`config.mk`:
```
export PLATFORM = sky130hd
export DESIGN_NAME = parity_frame_tx_flat
export DESIGN_NICKNAME = d
export VERILOG_FILES = /design/src/rtl/parity_pkg.sv /design/src/rtl/parity_frame_tx_if.sv /design/src/rtl/bit_timer.sv /design/src/rtl/parity_frame_tx.sv /design/src/flat_wrapper.sv
export SDC_FILE = /design/constraint.sdc
export NUM_CORES = 1
export LEC_CHECK = 0
export CAP_MARGIN = 10
export CORE_MARGIN = 2
export CORE_UTILIZATION = 57
export CTS_BUF_LIST = sky130_fd_sc_hd__clkbuf_4 sky130_fd_sc_hd__clkbuf_8
export CTS_CLUSTER_DIAMETER = 200
export DETAILED_ROUTE_END_ITERATION = 12
export GPL_TIMING_DRIVEN = 0
export PLACE_DENSITY = 0.92
export SYNTH_ARGS = -nofsm -noshare
export SYNTH_HDL_FRONTEND = slang
export SYNTH_SLANG_ARGS = --single-unit
```
`constraint.sdc`:
```
create_clock -name clk -period 2.35 [get_ports clk]
set_input_delay 0.3525 -clock clk [delete_from_list [all_inputs] [get_ports clk]]
set_output_delay 0.3525 -clock clk [all_outputs]
set_load 0.03 [all_outputs]
```
`src/rtl/parity_pkg.sv`:
```
// parity_pkg
// Shared types and constants for the parity frame transmitter.
//   tx_state_t  : transmitter FSM states
//   DATA_W      : width of the transmitted nibble
//   FRAME_BITS  : start + data + parity + stop bits per frame
//   even_parity : parity bit an even-parity source should supply for a nibble
package parity_pkg;

  localparam int DATA_W     = 4;
  localparam int FRAME_BITS = 7;

  typedef enum logic [2:0] {
    IDLE,
    START,
    DATA,
    PARITY,
    STOP
  } tx_state_t;

  function automatic logic even_parity(input logic [DATA_W-1:0] d);
    return ^d;
  endfunction

endpackage

```
`src/rtl/parity_frame_tx_if.sv`:
```
// parity_frame_tx_if
// Valid/ready handshake carrying one nibble plus its parity bit.
//   data   : nibble to transmit
//   parity : parity bit supplied by the upstream generator
//   valid  : data/parity valid this cycle
//   ready  : downstream can accept a nibble
// master = upstream producer, slave = parity_frame_tx.
interface parity_frame_tx_if;
  import parity_pkg::*;

  logic [DATA_W-1:0] data;
  logic              parity;
  logic              valid;
  logic              ready;

  modport master (output data, output parity, output valid, input ready);
  modport slave  (input data, input parity, input valid, output ready);

endinterface

```
`src/rtl/bit_timer.sv`:
```
// bit_timer
// Divides the clock into bit periods of CLKS_PER_BIT cycles.
//   clk  : clock
//   rst  : synchronous active-high reset
//   en   : count while high, held at zero while low
//   tick : high in the last cycle of each bit period
module bit_timer #(
  parameter int CLKS_PER_BIT = 4
) (
  input  logic clk,
  input  logic rst,
  input  logic en,
  output logic tick
);

  // A single-cycle bit period still needs a one-bit counter.
  localparam int CW = (CLKS_PER_BIT > 1) ? $clog2(CLKS_PER_BIT) : 1;
  localparam logic [CW-1:0] LAST = CW'(CLKS_PER_BIT - 1);

  logic [CW-1:0] cnt;

  assign tick = en && (cnt == LAST);

  // Wrapping on tick restarts the count for the next frame bit.
  always_ff @(posedge clk) begin
    if (rst || !en || tick)
      cnt <= '0;
    else
      cnt <= cnt + CW'(1);
  end

endmodule

```
`src/rtl/parity_frame_tx.sv`:
```
// parity_frame_tx
// Serialises a nibble and its supplied parity bit into a framed bit stream:
// start (0), four data bits LSB first, parity, stop (1).
//   clk        : clock
//   rst        : synchronous active-high reset
//   up         : valid/ready handshake (slave side) delivering data + parity
//   tx         : registered serial line, idles at 1
//   busy       : frame in progress
//   done       : one-cycle pulse in the first idle cycle after a frame
//   parity_err : supplied parity disagreed with even parity, held until next accept
module parity_frame_tx
  import parity_pkg::*;
#(
  parameter int CLKS_PER_BIT = 4
) (
  input  logic               clk,
  input  logic               rst,
  parity_frame_tx_if.slave   up,
  output logic               tx,
  output logic               busy,
  output logic               done,
  output logic               parity_err
);

  tx_state_t         state, state_n;
  logic [DATA_W-1:0] shift, shift_n;
  logic [1:0]        bitcnt, bitcnt_n;
  logic              par_q, par_n;
  logic              perr_n;
  logic              tx_n;
  logic              done_n;
  logic              tick;

  assign up.ready = (state == IDLE);
  assign busy     = (state != IDLE);

  bit_timer #(.CLKS_PER_BIT(CLKS_PER_BIT)) u_timer (
    .clk  (clk),
    .rst  (rst),
    .en   (busy),
    .tick (tick)
  );

  // State and output registers. tx is computed one cycle ahead so the line
  // changes on the same edge as the state it belongs to.
  always_ff @(posedge clk) begin
    if (rst) begin
      state      <= IDLE;
      shift      <= '0;
      bitcnt     <= '0;
      par_q      <= 1'b0;
      tx         <= 1'b1;
      done       <= 1'b0;
      parity_err <= 1'b0;
    end else begin
      state      <= state_n;
      shift      <= shift_n;
      bitcnt     <= bitcnt_n;
      par_q      <= par_n;
      tx         <= tx_n;
      done       <= done_n;
      parity_err <= perr_n;
    end
  end

  // Next-state logic. A parity mismatch is only flagged; the supplied bit is
  // still transmitted and the frame runs to completion.
  always_comb begin
    state_n  = state;
    shift_n  = shift;
    bitcnt_n = bitcnt;
    par_n    = par_q;
    perr_n   = parity_err;
    tx_n     = tx;
    done_n   = 1'b0;

    unique case (state)
      IDLE: begin
        tx_n = 1'b1;
        if (up.valid) begin
          shift_n  = up.data;
          par_n    = up.parity;
          perr_n   = (up.parity != even_parity(up.data));
          bitcnt_n = '0;
          state_n  = START;
          tx_n     = 1'b0;
        end
      end
      START: begin
        if (tick) begin
          state_n = DATA;
          tx_n    = shift[0];
        end
      end
      DATA: begin
        if (tick) begin
          shift_n = shift >> 1;
          if (bitcnt == 2'd3) begin
            bitcnt_n = '0;
            state_n  = PARITY;
            tx_n     = par_q;
          end else begin
            bitcnt_n = bitcnt + 2'd1;
            tx_n     = shift[1];
          end
        end
      end
      PARITY: begin
        if (tick) begin
          state_n = STOP;
          tx_n    = 1'b1;
        end
      end
      STOP: begin
        if (tick) begin
          state_n = IDLE;
          tx_n    = 1'b1;
          done_n  = 1'b1;
        end
      end
      default: begin
        state_n = IDLE;
        tx_n    = 1'b1;
      end
    endcase
  end

endmodule

```
`src/flat_wrapper.sv`:
```
// flat-port wrapper written by rule: the top's interface ports become plain ports
module parity_frame_tx_flat import parity_pkg::*;
#(
  parameter int CLKS_PER_BIT = 4
)
  (clk, rst, tx, busy, done, parity_err, up_data, up_parity, up_valid, up_ready);
  parity_frame_tx_if up_i ();
  input  logic clk;
  input  logic rst;
  output logic tx;
  output logic busy;
  output logic done;
  output logic parity_err;
  input wire logic [$bits(up_i.data)-1:0] up_data;
  input wire logic [$bits(up_i.parity)-1:0] up_parity;
  input wire logic [$bits(up_i.valid)-1:0] up_valid;
  output wire logic [$bits(up_i.ready)-1:0] up_ready;
  assign up_i.data = up_data;
  assign up_i.parity = up_parity;
  assign up_i.valid = up_valid;
  assign up_ready = up_i.ready;
  parity_frame_tx #(.CLKS_PER_BIT(CLKS_PER_BIT)) u_core (.clk(clk), .rst(rst), .up(up_i), .tx(tx), .busy(busy), .done(done), .parity_err(parity_err));
endmodule
```
==> run summary, run 1 <==
=================================================================================
Last weighted congestion value of the routability-driven placer             0.821
Maximum clock rate                                                      0.506 GHz
Cell types with the largest area share after synthesis               sky130_fd_sc_hd__dfxtp_1, sky130_fd_sc_hd__mux2i_1, sky130_fd_sc_hd__a21oi_1, sky130_fd_sc_hd__a311oi_1, sky130_fd_sc_hd__ha_1
Core ar.                                                                 1280 um2
Vias per cell                                                                6.14
Nets                                                                          109
Syn. warnings                                                                   0
Count of different cell masters after synthesis                                31
Y dimension of the die                                                    41.0 um
CTS clock-pin slew for the worst setup and hold paths                     0.10 ns
Global route overflow                                                           0
Met2 GRT Util                                                               38.3%
HP Class                                                                  reg2reg
Max VDD drop                                                               394 uV
Post-layout utilization of the core                                         73.3%
Least-Margin Pin Slew                                                    0.550 ns
Relative slew margins                                                       63.2%
Number of max-slew violations in the final report                               0
Post-synth EDFFs                                                                0
Leading cell types by count after synthesis                          sky130_fd_sc_hd__dfxtp_1, sky130_fd_sc_hd__a21oi_1, sky130_fd_sc_hd__mux2i_1
Ratio of total power to cell area                                      567 nW/um2
Fraction of layout instances using a drive strength above 1                 14.3%
Number of buffers on the longest clock path                                     2
Count of TritonRoute iterations in the first routing pass                       4
Clock tree from TritonCTS                                                    done
Fraction of synthesized cell area taken by the top area cell type           38.6%
Post-DP HPWL                                                              1260 um
Met1 routing resource usage after global routing                            28.8%
Largest area contributor in the synthesized netlist                  sky130_fd_sc_hd__dfxtp_1
Number of nets produced by synthesis                                           93
Number of cells produced by synthesis                                          83
Clock tree skew after final layout                                     0.00688 ns
Number of antenna violations at the first check in global routing               0
Total number of clock tree sinks                                               15
Count of maximum capacitance violations                                         0
Arrival time at the worst endpoint                                        1.62 ns
Total clock buffers created by CTS                                              3
Leading register cell type out of synthesis                          sky130_fd_sc_hd__dfxtp_1
Wire length of the first global-routing pass                              2510 um
Number of setup buffers added after CTS                                         0
Count of final hold-check violations                                            0
Number of register bits inferred by synthesis                                  15
Leakage Power                                                            0.387 nW
Status                                                               finished, final reports clean
Setup_tns                                                                    0 ns
Met3 track utilization from global routing                                  6.52%
Antenna Violating Nets Remaining                                                0
Sort of element at the start of the critical path                        register
DRC marker count from the first detailed-route iteration                       35
Total of buffers placed on input and output ports                              11
Top-count cell post-synth                                            sky130_fd_sc_hd__dfxtp_1
Number of global-route vias before repair                                     562
Clock latency of the later-clocked register in the worst-skew pair        0.29 ns
Area Growth Syn to Fin                                                      21.1%
Worst setup EP type                                                   output port
All-Layer GR Usage                                                          23.9%
Final wirelength                                                          1680 um
Min-delay src                                                        u_core.u_timer.cnt[0]
Number of design rule violations left after detail routing                      0
Gr busiest metal                                                             met2
Die area                                                                 1680 um2
Category of the critical setup timing path                                reg2out
Horizontal extent of the die                                              41.0 um
Seq/Total Area, Yosys                                                       38.6%
CP max FO                                                                      10
Vias                                                                          694
Pin count of the biggest net entering global routing                           11
CTS H-tree lvls                                                                 1
DR WL/cell                                                                14.8 um
Root cell of the clock tree                                          sky130_fd_sc_hd__clkbuf_4
Placement Rows                                                                 13
FFs w/ async S/R, synth                                                        0%
Combined area of all synthesized cells                                    778 um2
Worst endpoint required time                                              2.00 ns
Avg Synthesized Cell Area                                                9.38 um2
Inserted Diodes                                                                 0
Fin crit period                                                           1.98 ns
Critical Path Start                                                  u_core.state[0]
Final setup vio count                                                           0
Unrepaired setup endpoints after global routing                                no
Share of the clock period used by the worst path                            84.0%
Initial standard-cell utilization of the core                               60.6%
Launch instance of the worst register-to-register path               u_core.state[2]
I/O pin cnt                                                                    13
=================================================================================
[per-layer routing]
metal  vias to the layer above  part of all wire, %  routed length, um
met2                        31                   49                818
met3                         4                  7.5                125
li1                        342                    -                  -
met1                       317                   42                704
met4                         0                  1.6                 27
met5                         -                    0                  0
[state kept, by name, indices dropped and copies added (netlist names)]
register            count
u_core.u_timer.cnt      2
u_core.parity_err       1
u_core.bitcnt           2
u_core.state            3
u_core.done             1
u_core.shift            4
u_core.tx               1
u_core.par_q            1
[power by group]
part	total, W	internal, W	leakage [nW]	switching, W
Clock	0.000165	0.0000776	0.0184	0.0000877
Combinational	0.0000956	0.0000457	0.245	0.0000498
Sequential	0.000273	0.000267	0.123	0.00000680
[layout by cell type, fill, tap and decap left out, drive strengths merged, types with 4 or more instances in the layout]
| cell | instances |
|---|---|
| a311oi | 4 |
| a21oi | 7 |
| clkdlybuf4s50 | 9 |
| nor2 | 5 |
| dfxtp | 15 |
| inv | 4 |
| clkbuf | 8 |
| mux2i | 6 |
| o21ai | 5 |
[final cells by class]
cell class	count	area [um2]
clock buffers	4	30.0
plain buffers	7	36.3
repair buffers	11	115
fillers	101	343
inverters	4	15.0
well taps	15	18.8
flip-flops and latches	15	300
multi-input cells	57	427
[worst paths after layout]
| kind | slack [ns] | cells after the start | endpoint |
|---|---|---|---|
| hold reg to reg | 0.43 | 1 | u_core.u_timer.cnt[0] |
| hold / removal | 0.43 | 1 | u_core.u_timer.cnt[0] |
| setup / recovery | 0.37 | 5 | busy |
| setup reg to reg | 0.75 | 5 | u_core.shift[0] |
[logic make-up (layout without fill, tap and decap cells)]
logic type	Yosys count	count (layout)	synth area share, %
compound gates	21	21	18.5
xor+xnor	3	3	5.14
fa+ha+maj	2	2	3.21
buf+inv	11	26	6.59
flops	15	15	38.6
mux	7	7	9.16
simple gates	24	24	18.8
[critical path: stages (launching register included)]
cell	delay (ns)
sky130_fd_sc_hd__dfxtp_1	0.34
sky130_fd_sc_hd__buf_2	0.17
sky130_fd_sc_hd__or2_2	0.32
sky130_fd_sc_hd__nor2_1	0.17
sky130_fd_sc_hd__inv_1	0.09
sky130_fd_sc_hd__dlymetal6s2s_1	0.24
[timing repair]
item                                    in CTS  in global routing
gates resized for setup                      0                  2
hold buffers                                 0                  0
endpoints found under the hold margin        0                  0
endpoints found under the setup margin       0                  2
[metrics by stage]
stage / hold WS, ns / power [W] / cell area (um2) / setup slack (ns) / cells
3_5_place_dp: 0.427 / 0.000375 / 907 / 0.337 / 109
3_3_place_gp: 0.421 / 0.000372 / 907 / 0.348 / 109
2_1_floorplan: 0.408 / 0.000339 / 778 / 0.418 / 83
4_1_cts: 0.440 / 0.000537 / 937 / 0.00944 / 113
6_report: 0.433 / 0.000534 / 942 / 0.375 / 113
5_1_grt: 0.481 / 0.000556 / 942 / 0.287 / 113
(Power assumes the default switching activity.)
==> run 2, diff against run 1 <==
--- a/config.mk
+++ b/config.mk
@@ -6,13 +6,14 @@
 export NUM_CORES = 1
 export LEC_CHECK = 0
 export CAP_MARGIN = 10
+export CORE_ASPECT_RATIO = 1.1
 export CORE_MARGIN = 2
-export CORE_UTILIZATION = 57
+export CORE_UTILIZATION = 48
 export CTS_BUF_LIST = sky130_fd_sc_hd__clkbuf_4 sky130_fd_sc_hd__clkbuf_8
 export CTS_CLUSTER_DIAMETER = 200
 export DETAILED_ROUTE_END_ITERATION = 12
 export GPL_TIMING_DRIVEN = 0
-export PLACE_DENSITY = 0.92
+export PLACE_DENSITY = 0.83
 export SYNTH_ARGS = -nofsm -noshare
 export SYNTH_HDL_FRONTEND = slang
 export SYNTH_SLANG_ARGS = --single-unit
==> constraint.sdc (replaced) <==
create_clock -name clk -period 1.7 [get_ports clk]
set_input_delay 0.255 -clock clk [delete_from_list [all_inputs] [get_ports clk]]
set_output_delay 0.255 -clock clk [all_outputs]
set_load 0.03 [all_outputs]
==> run 2 against run 1 <==
Effect of this change: flip-flop and latch count stayed put; register-to-register slack worse by 0.63 ns; worst hold slack worse by 0.061 ns; first-iteration DRC count is 74% lower; global-route usage is 4.5 points lower; combinational power is 55% higher; critical endpoint unchanged; non-clock buffer count is 5 higher.
==> run summary, run 2 (same netlist as run 1, synthesis figures left out) <==
=================================================================================
Status                                                               finished, final reports clean
Worst endpoint required time                                              1.44 ns
Count of TritonRoute iterations in the first routing pass                       4
Total clock buffers created by CTS                                              3
Min-delay src                                                                 rst
Worst setup EP type                                                   output port
Post-CTS Hold Buffers                                                           0
Clock tree skew after final layout                                     0.00876 ns
CTS H-tree lvls                                                                 1
Die area                                                                 1960 um2
Antenna Violating Nets Remaining                                                0
HP Class                                                                   in2reg
Ratio of total power to cell area                                      767 nW/um2
Share of the clock period used by the worst path                            96.7%
Vias                                                                          711
Clock tree from TritonCTS                                                    done
Root cell of the clock tree                                          sky130_fd_sc_hd__clkbuf_4
Sort of element at the start of the critical path                        register
Category of the critical setup timing path                                reg2out
Number of antenna violations at the first check in global routing               0
Horizontal extent of the die                                              42.4 um
Top flop regs                                                        u_core.shift: 4 flops, u_core.state: 3 flops
Count of maximum capacitance violations                                         0
DR WL/cell                                                                15.3 um
Wire length of the first global-routing pass                              2800 um
Post-layout utilization of the core                                         64.0%
Final critical-path setup slack                                         0.0556 ns
Fraction of layout instances using a drive strength above 1                 23.3%
Count of final hold-check violations                                            0
Global route overflow                                                           0
Area Growth Syn to Fin                                                      26.5%
Pin count of the biggest net entering global routing                           11
Register name with the most flops                                    u_core.shift
Final setup vio count                                                           0
Maximum clock rate                                                      0.608 GHz
Vias per cell                                                                5.93
Total number of clock tree sinks                                               15
CTS clock-pin slew for the worst setup and hold paths                     0.09 ns
Initial standard-cell utilization of the core                               50.6%
DRC marker count from the first detailed-route iteration                        9
Most frequent cells in the layout                                    sky130_fd_sc_hd__dfxtp_1, sky130_fd_sc_hd__clkdlybuf4s50_1, sky130_fd_sc_hd__buf_4, sky130_fd_sc_hd__a21oi_1, sky130_fd_sc_hd__mux2i_1
Leakage Power                                                            0.395 nW
Commonest non-fill, non-tap cell in the layout                       sky130_fd_sc_hd__dfxtp_1
CP max FO                                                                      10
I/O pin cnt                                                                    13
Last weighted congestion value of the routability-driven placer             0.766
Nets                                                                          114
Least-Margin Pin Slew                                                    0.559 ns
Number of max-slew violations in the final report                               0
Launch instance of the worst register-to-register path               u_core.state[2]
Max VDD drop                                                               411 uV
Y dimension of the die                                                    46.2 um
Unrepaired setup endpoints after global routing                                no
Number of buffers on the longest clock path                                     2
All-Layer GR Usage                                                          19.4%
Setup_tns                                                                    0 ns
Placement Rows                                                                 15
Clock latency of the later-clocked register in the worst-skew pair        0.30 ns
Relative slew margins                                                       62.6%
Max FFs per register                                                            4
Arrival time at the worst endpoint                                        1.39 ns
Critical Path Start                                                  u_core.state[0]
Place WS                                                                -0.153 ns
Number of design rule violations left after detail routing                      0
Sequential cell area                                                      303 um2
Inserted Diodes                                                                 0
FILL cells                                                                    137
Core ar.                                                                 1540 um2
Fin crit period                                                           1.64 ns
Total of buffers placed on input and output ports                              11
Final wirelength                                                          1830 um
Post-DP HPWL                                                              1290 um
Multi-input combinational cell area                                       437 um2
Number of global-route vias before repair                                     662
=================================================================================
run 2: path summary, 6_finish.rpt:
| path | endpoint | slack, ns | cells past startpoint |
|---|---|---|---|
| worst max-delay path | busy | 0.06 | 5 |
| worst min-delay path | u_core.u_timer.cnt[0] | 0.37 | 2 |
| worst max register to register | u_core.shift[1] | 0.12 | 5 |
| worst min register to register | u_core.u_timer.cnt[0] | 0.43 | 1 |
run 2: final cells by class:
cell class	instances	share of cell area [%]
clock buffer	4	3.05
inverter	4	1.52
multi-input combinational	57	44.3
sequential	15	30.7
timing repair buffer	16	14.2
buffer	7	3.94
tap	17	2.16
run 2: metrics by stage:
stage                     area (um2)  cells  hold slack [ns]  power (W)
after floorplan                  781     83            0.399   0.000470
after global placement           912    111            0.425   0.000515
after detailed placement         912    111            0.428   0.000519
after CTS                        975    120            0.368   0.000754
after global routing             985    120            0.400   0.000780
final                            985    120            0.372   0.000755
run 2: timing repair:
item,CTS,global route
setup endpoints to repair,2,2
setup buffers,5,0
gates resized for setup,12,5
pin swaps,1,1
run 2: metal layers:
layer,track usage (%),vias up,routed length [um]
met5,0,-,0
met4,11.3,0,46
met3,2.35,5,58
met2,34.8,17,922
met1,22.5,337,802
li1,-,352,-
run 2: where the power goes:
part,switching (W),total [W],internal [W]
combinational,0.0000743,0.000148,0.0000741
clock,0.000121,0.000228,0.000107
sequential,0.00000965,0.000379,0.000369
run 2: worst max-delay path, stage by stage (launching register included):
cell                      delay (ns)
sky130_fd_sc_hd__dfxtp_2        0.34
sky130_fd_sc_hd__buf_4          0.16
sky130_fd_sc_hd__or2_4          0.26
sky130_fd_sc_hd__nor2_4         0.10
sky130_fd_sc_hd__inv_1          0.07
sky130_fd_sc_hd__buf_4          0.17
==> run 3, diff against run 2 <==
--- a/config.mk
+++ b/config.mk
@@ -6,14 +6,14 @@
 export NUM_CORES = 1
 export LEC_CHECK = 0
 export CAP_MARGIN = 10
-export CORE_ASPECT_RATIO = 1.1
 export CORE_MARGIN = 2
-export CORE_UTILIZATION = 48
+export CORE_UTILIZATION = 57
 export CTS_BUF_LIST = sky130_fd_sc_hd__clkbuf_4 sky130_fd_sc_hd__clkbuf_8
 export CTS_CLUSTER_DIAMETER = 200
 export DETAILED_ROUTE_END_ITERATION = 12
 export GPL_TIMING_DRIVEN = 0
-export PLACE_DENSITY = 0.83
+export PLACE_DENSITY = 0.92
 export SYNTH_ARGS = -nofsm -noshare
 export SYNTH_HDL_FRONTEND = slang
+export SYNTH_HIERARCHICAL = 1
 export SYNTH_SLANG_ARGS = --single-unit
==> constraint.sdc (replaced) <==
create_clock -name clk -period 2.04 [get_ports clk]
set_input_delay 0.306 -clock clk [delete_from_list [all_inputs] [get_ports clk]]
set_output_delay 0.306 -clock clk [all_outputs]
set_load 0.03 [all_outputs]
==> run 3 against run 2 <==
Effect of this change: first-iteration DRC count stayed put; total power shrank 21%; synthesized cell count shrank 6.0%; critical path depth unchanged; critical endpoint unchanged.
==> run summary, run 3 <==
=================================================================================
Number of buffers on the longest clock path                                     2
Number of design rule violations left after detail routing                      0
Y dimension of the die                                                    41.0 um
CTS clock-pin slew for the worst setup and hold paths                     0.10 ns
Final Cell Area                                                           967 um2
Min-delay src                                                        u_core/u_timer/cnt[0]
Post-DP HPWL                                                              1190 um
Clock latency of the later-clocked register in the worst-skew pair        0.28 ns
Number of cells on the worst hold path                                          1
CTS H-tree lvls                                                                 1
Register name with the most flops                                    u_core/shift
Sort of element at the start of the critical path                        register
Combined area of all synthesized cells                                    779 um2
Avg Synthesized Cell Area                                                9.99 um2
Cell types with the largest area share after synthesis               sky130_fd_sc_hd__dfxtp_1, sky130_fd_sc_hd__mux2i_1, sky130_fd_sc_hd__a311oi_1, sky130_fd_sc_hd__a21oi_1, sky130_fd_sc_hd__nor4b_2
Total of buffers placed on input and output ports                              12
All-Layer GR Usage                                                          23.6%
Count of different cell masters after synthesis                                33
CP max FO                                                                      10
Final setup vio count                                                           0
Fraction of layout instances using a drive strength above 1                 22.3%
Post-synth EDFFs                                                                0
Root cell of the clock tree                                          sky130_fd_sc_hd__clkbuf_4
Fin crit period                                                           1.93 ns
Arrival time at the worst endpoint                                        1.63 ns
Max VDD drop                                                               399 uV
I/O pin cnt                                                                    13
Initial standard-cell utilization of the core                               60.7%
Leading register cell type out of synthesis                          sky130_fd_sc_hd__dfxtp_1
Setup_tns                                                                    0 ns
Worst endpoint required time                                              1.73 ns
Overall power of the completed layout                                  0.000594 W
HP Class                                                                  reg2reg
Top flop regs                                                        u_core/shift: 4 flops, u_core/state: 3 flops
Total clock buffers created by CTS                                              3
FFs w/ async S/R, synth                                                        0%
Endpoint, Worst Hold                                                 u_core/u_timer/cnt[0]
Leading cell types by count after synthesis                          sky130_fd_sc_hd__dfxtp_1, sky130_fd_sc_hd__a21oi_1, sky130_fd_sc_hd__a311oi_1, sky130_fd_sc_hd__mux2i_1, sky130_fd_sc_hd__nor2_1
Cell at the slowest stage of the critical path                       sky130_fd_sc_hd__dlygate4sd2_1
Number of global-route vias before repair                                     563
Count of final hold-check violations                                            0
Worst r2r dst                                                        u_core/bitcnt[0]
Commonest non-fill, non-tap cell in the layout                       sky130_fd_sc_hd__dfxtp_1
Status                                                               finished, final reports clean
Global route overflow                                                           0
Antenna Violating Nets Remaining                                                0
Syn. warnings                                                                   6
Worst setup EP type                                                   output port
Clock tree skew after final layout                                     0.00854 ns
Share of the clock period used by the worst path                            94.8%
Maximum clock rate                                                      0.517 GHz
CP cell instances                                                    buf_6, or2_4, nor2_4, clkinvlp_4, dlygate4sd2_1
DRC marker count from the first detailed-route iteration                        9
Core ar.                                                                 1280 um2
Top-count cell post-synth                                            sky130_fd_sc_hd__dfxtp_1
FILL cells                                                                    101
Cell depth of the worst flop-to-flop path                                       9
Place WS                                                                 0.151 ns
Final critical-path setup slack                                          0.106 ns
Total number of clock tree sinks                                               15
Vias per cell                                                                5.99
Wire length of the first global-routing pass                              2500 um
Post-CTS Hold Buffers                                                           0
Pin count of the biggest net entering global routing                           11
Number of max-slew violations in the final report                               0
Number of register bits inferred by synthesis                                  15
Clock tree from TritonCTS                                                    done
Seq/Total Area, Yosys                                                       38.5%
Category of the critical setup timing path                                reg2out
Least-Margin Pin Slew                                                    0.631 ns
Inserted Diodes                                                                 0
Vias                                                                          653
Count of maximum capacitance violations                                         0
Horizontal extent of the die                                              41.0 um
Number of antenna violations at the first check in global routing               0
Ratio of total power to cell area                                      614 nW/um2
DR WL/cell                                                                14.6 um
Fraction of synthesized cell area taken by the top area cell type           38.5%
Number of setup buffers added after CTS                                         0
Largest stage delay on the critical path                                  0.36 ns
Number of nets produced by synthesis                                           88
Final wirelength                                                          1590 um
Last weighted congestion value of the routability-driven placer             0.802
Unrepaired setup endpoints after global routing                                no
Placement Rows                                                                 13
Nets                                                                          105
Area Growth Syn to Fin                                                      24.1%
Max FFs per register                                                            4
Leakage Power                                                            0.365 nW
Die area                                                                 1680 um2
Relative slew margins                                                       57.7%
Slack of the worst reg-to-reg path                                        0.14 ns
Count of TritonRoute iterations in the first routing pass                       4
Most frequent cells in the layout                                    sky130_fd_sc_hd__dfxtp_1, sky130_fd_sc_hd__clkdlybuf4s50_1, sky130_fd_sc_hd__a21oi_1
Launch instance of the worst register-to-register path               u_core/state[2]
Largest area contributor in the synthesized netlist                  sky130_fd_sc_hd__dfxtp_1
Number of cells produced by synthesis                                          78
Placed inst area                                                          942 um2
=================================================================================
==> run 3: worst max-delay path by stage <==
stage	from	to
4_1_cts	u_core/state[2]	busy
2_1_floorplan	u_core/state[0]	u_core/tx
3_5_place_dp	u_core/state[0]	u_core/bitcnt[0]
5_1_grt	u_core/state[2]	u_core/state[0]
6_report	u_core/state[2]	busy
3_3_place_gp	u_core/state[0]	busy
==> run 3: per-layer routing <==
layer  GRT usage, %  vias up  wire, um
met5              0        -         0
met4           12.5        0        12
met3           6.52        2        69
met2           37.9       21       747
met1           28.3      296       763
li1               -      334         -
==> run 3: area by class of cell <==
cell class              instances  area, um2  share of cell area [%]
plain buffers                   6       40.0                    4.14
clock buffers                   3       22.5                    2.33
clock inverters                 1       5.00                   0.517
inverters                       1       7.51                   0.776
multi-input cells              56        455                    47.1
flip-flops and latches         15        300                    31.0
well taps                      15       18.8                    1.94
repair buffers                 12        118                    12.2
==> run 3: power by group <==
group          leakage [nW]  total (W)  switching (W)  internal [W]
registers             0.123   0.000314     0.00000710      0.000306
clock network        0.0177   0.000169      0.0000958     0.0000727
logic                 0.224   0.000112      0.0000569     0.0000552
total                 0.365   0.000594       0.000160      0.000434
==> run 3: critical path, delay by kind of cell, from the launching register on <==
| family | cells | cell delay, ns |
|---|---|---|
| buffers and inverters | 3 | 0.61 |
| and+or+nand+nor | 2 | 0.40 |
| DFF | 1 | 0.32 |
==> run 3: cell families (layout without fill, tap and decap cells) <==
family                     count (synthesis)  in the layout  share of synthesized area (%)
AOI/OAI and AO/OA                         20             20                           17.0
xor gates and xnor gates                   3              3                           5.14
adders and majority gates                  2              2                           3.21
buffers and inverters                      7             23                           5.14
DFF                                       15             15                           38.5
muxes                                      7              7                           9.31
and+or+nand+nor                           24             24                           21.7
==> run 3: timing repair <==
item | CTS | global route
gates resized for setup | 2 | 0
hold endpoints to repair | 0 | 0
setup endpoints to repair | 2 | 0
==> run 3: per-stage QoR <==
step | hold slack (ns) | std cells | utilization [%]
floorplan | 0.380 | 78 | -
global placement | 0.433 | 105 | 73.3
detailed placement | 0.451 | 105 | 73.3
CTS | 0.461 | 109 | 75.3
global route | 0.492 | 109 | 75.3
finish | 0.465 | 109 | 75.3
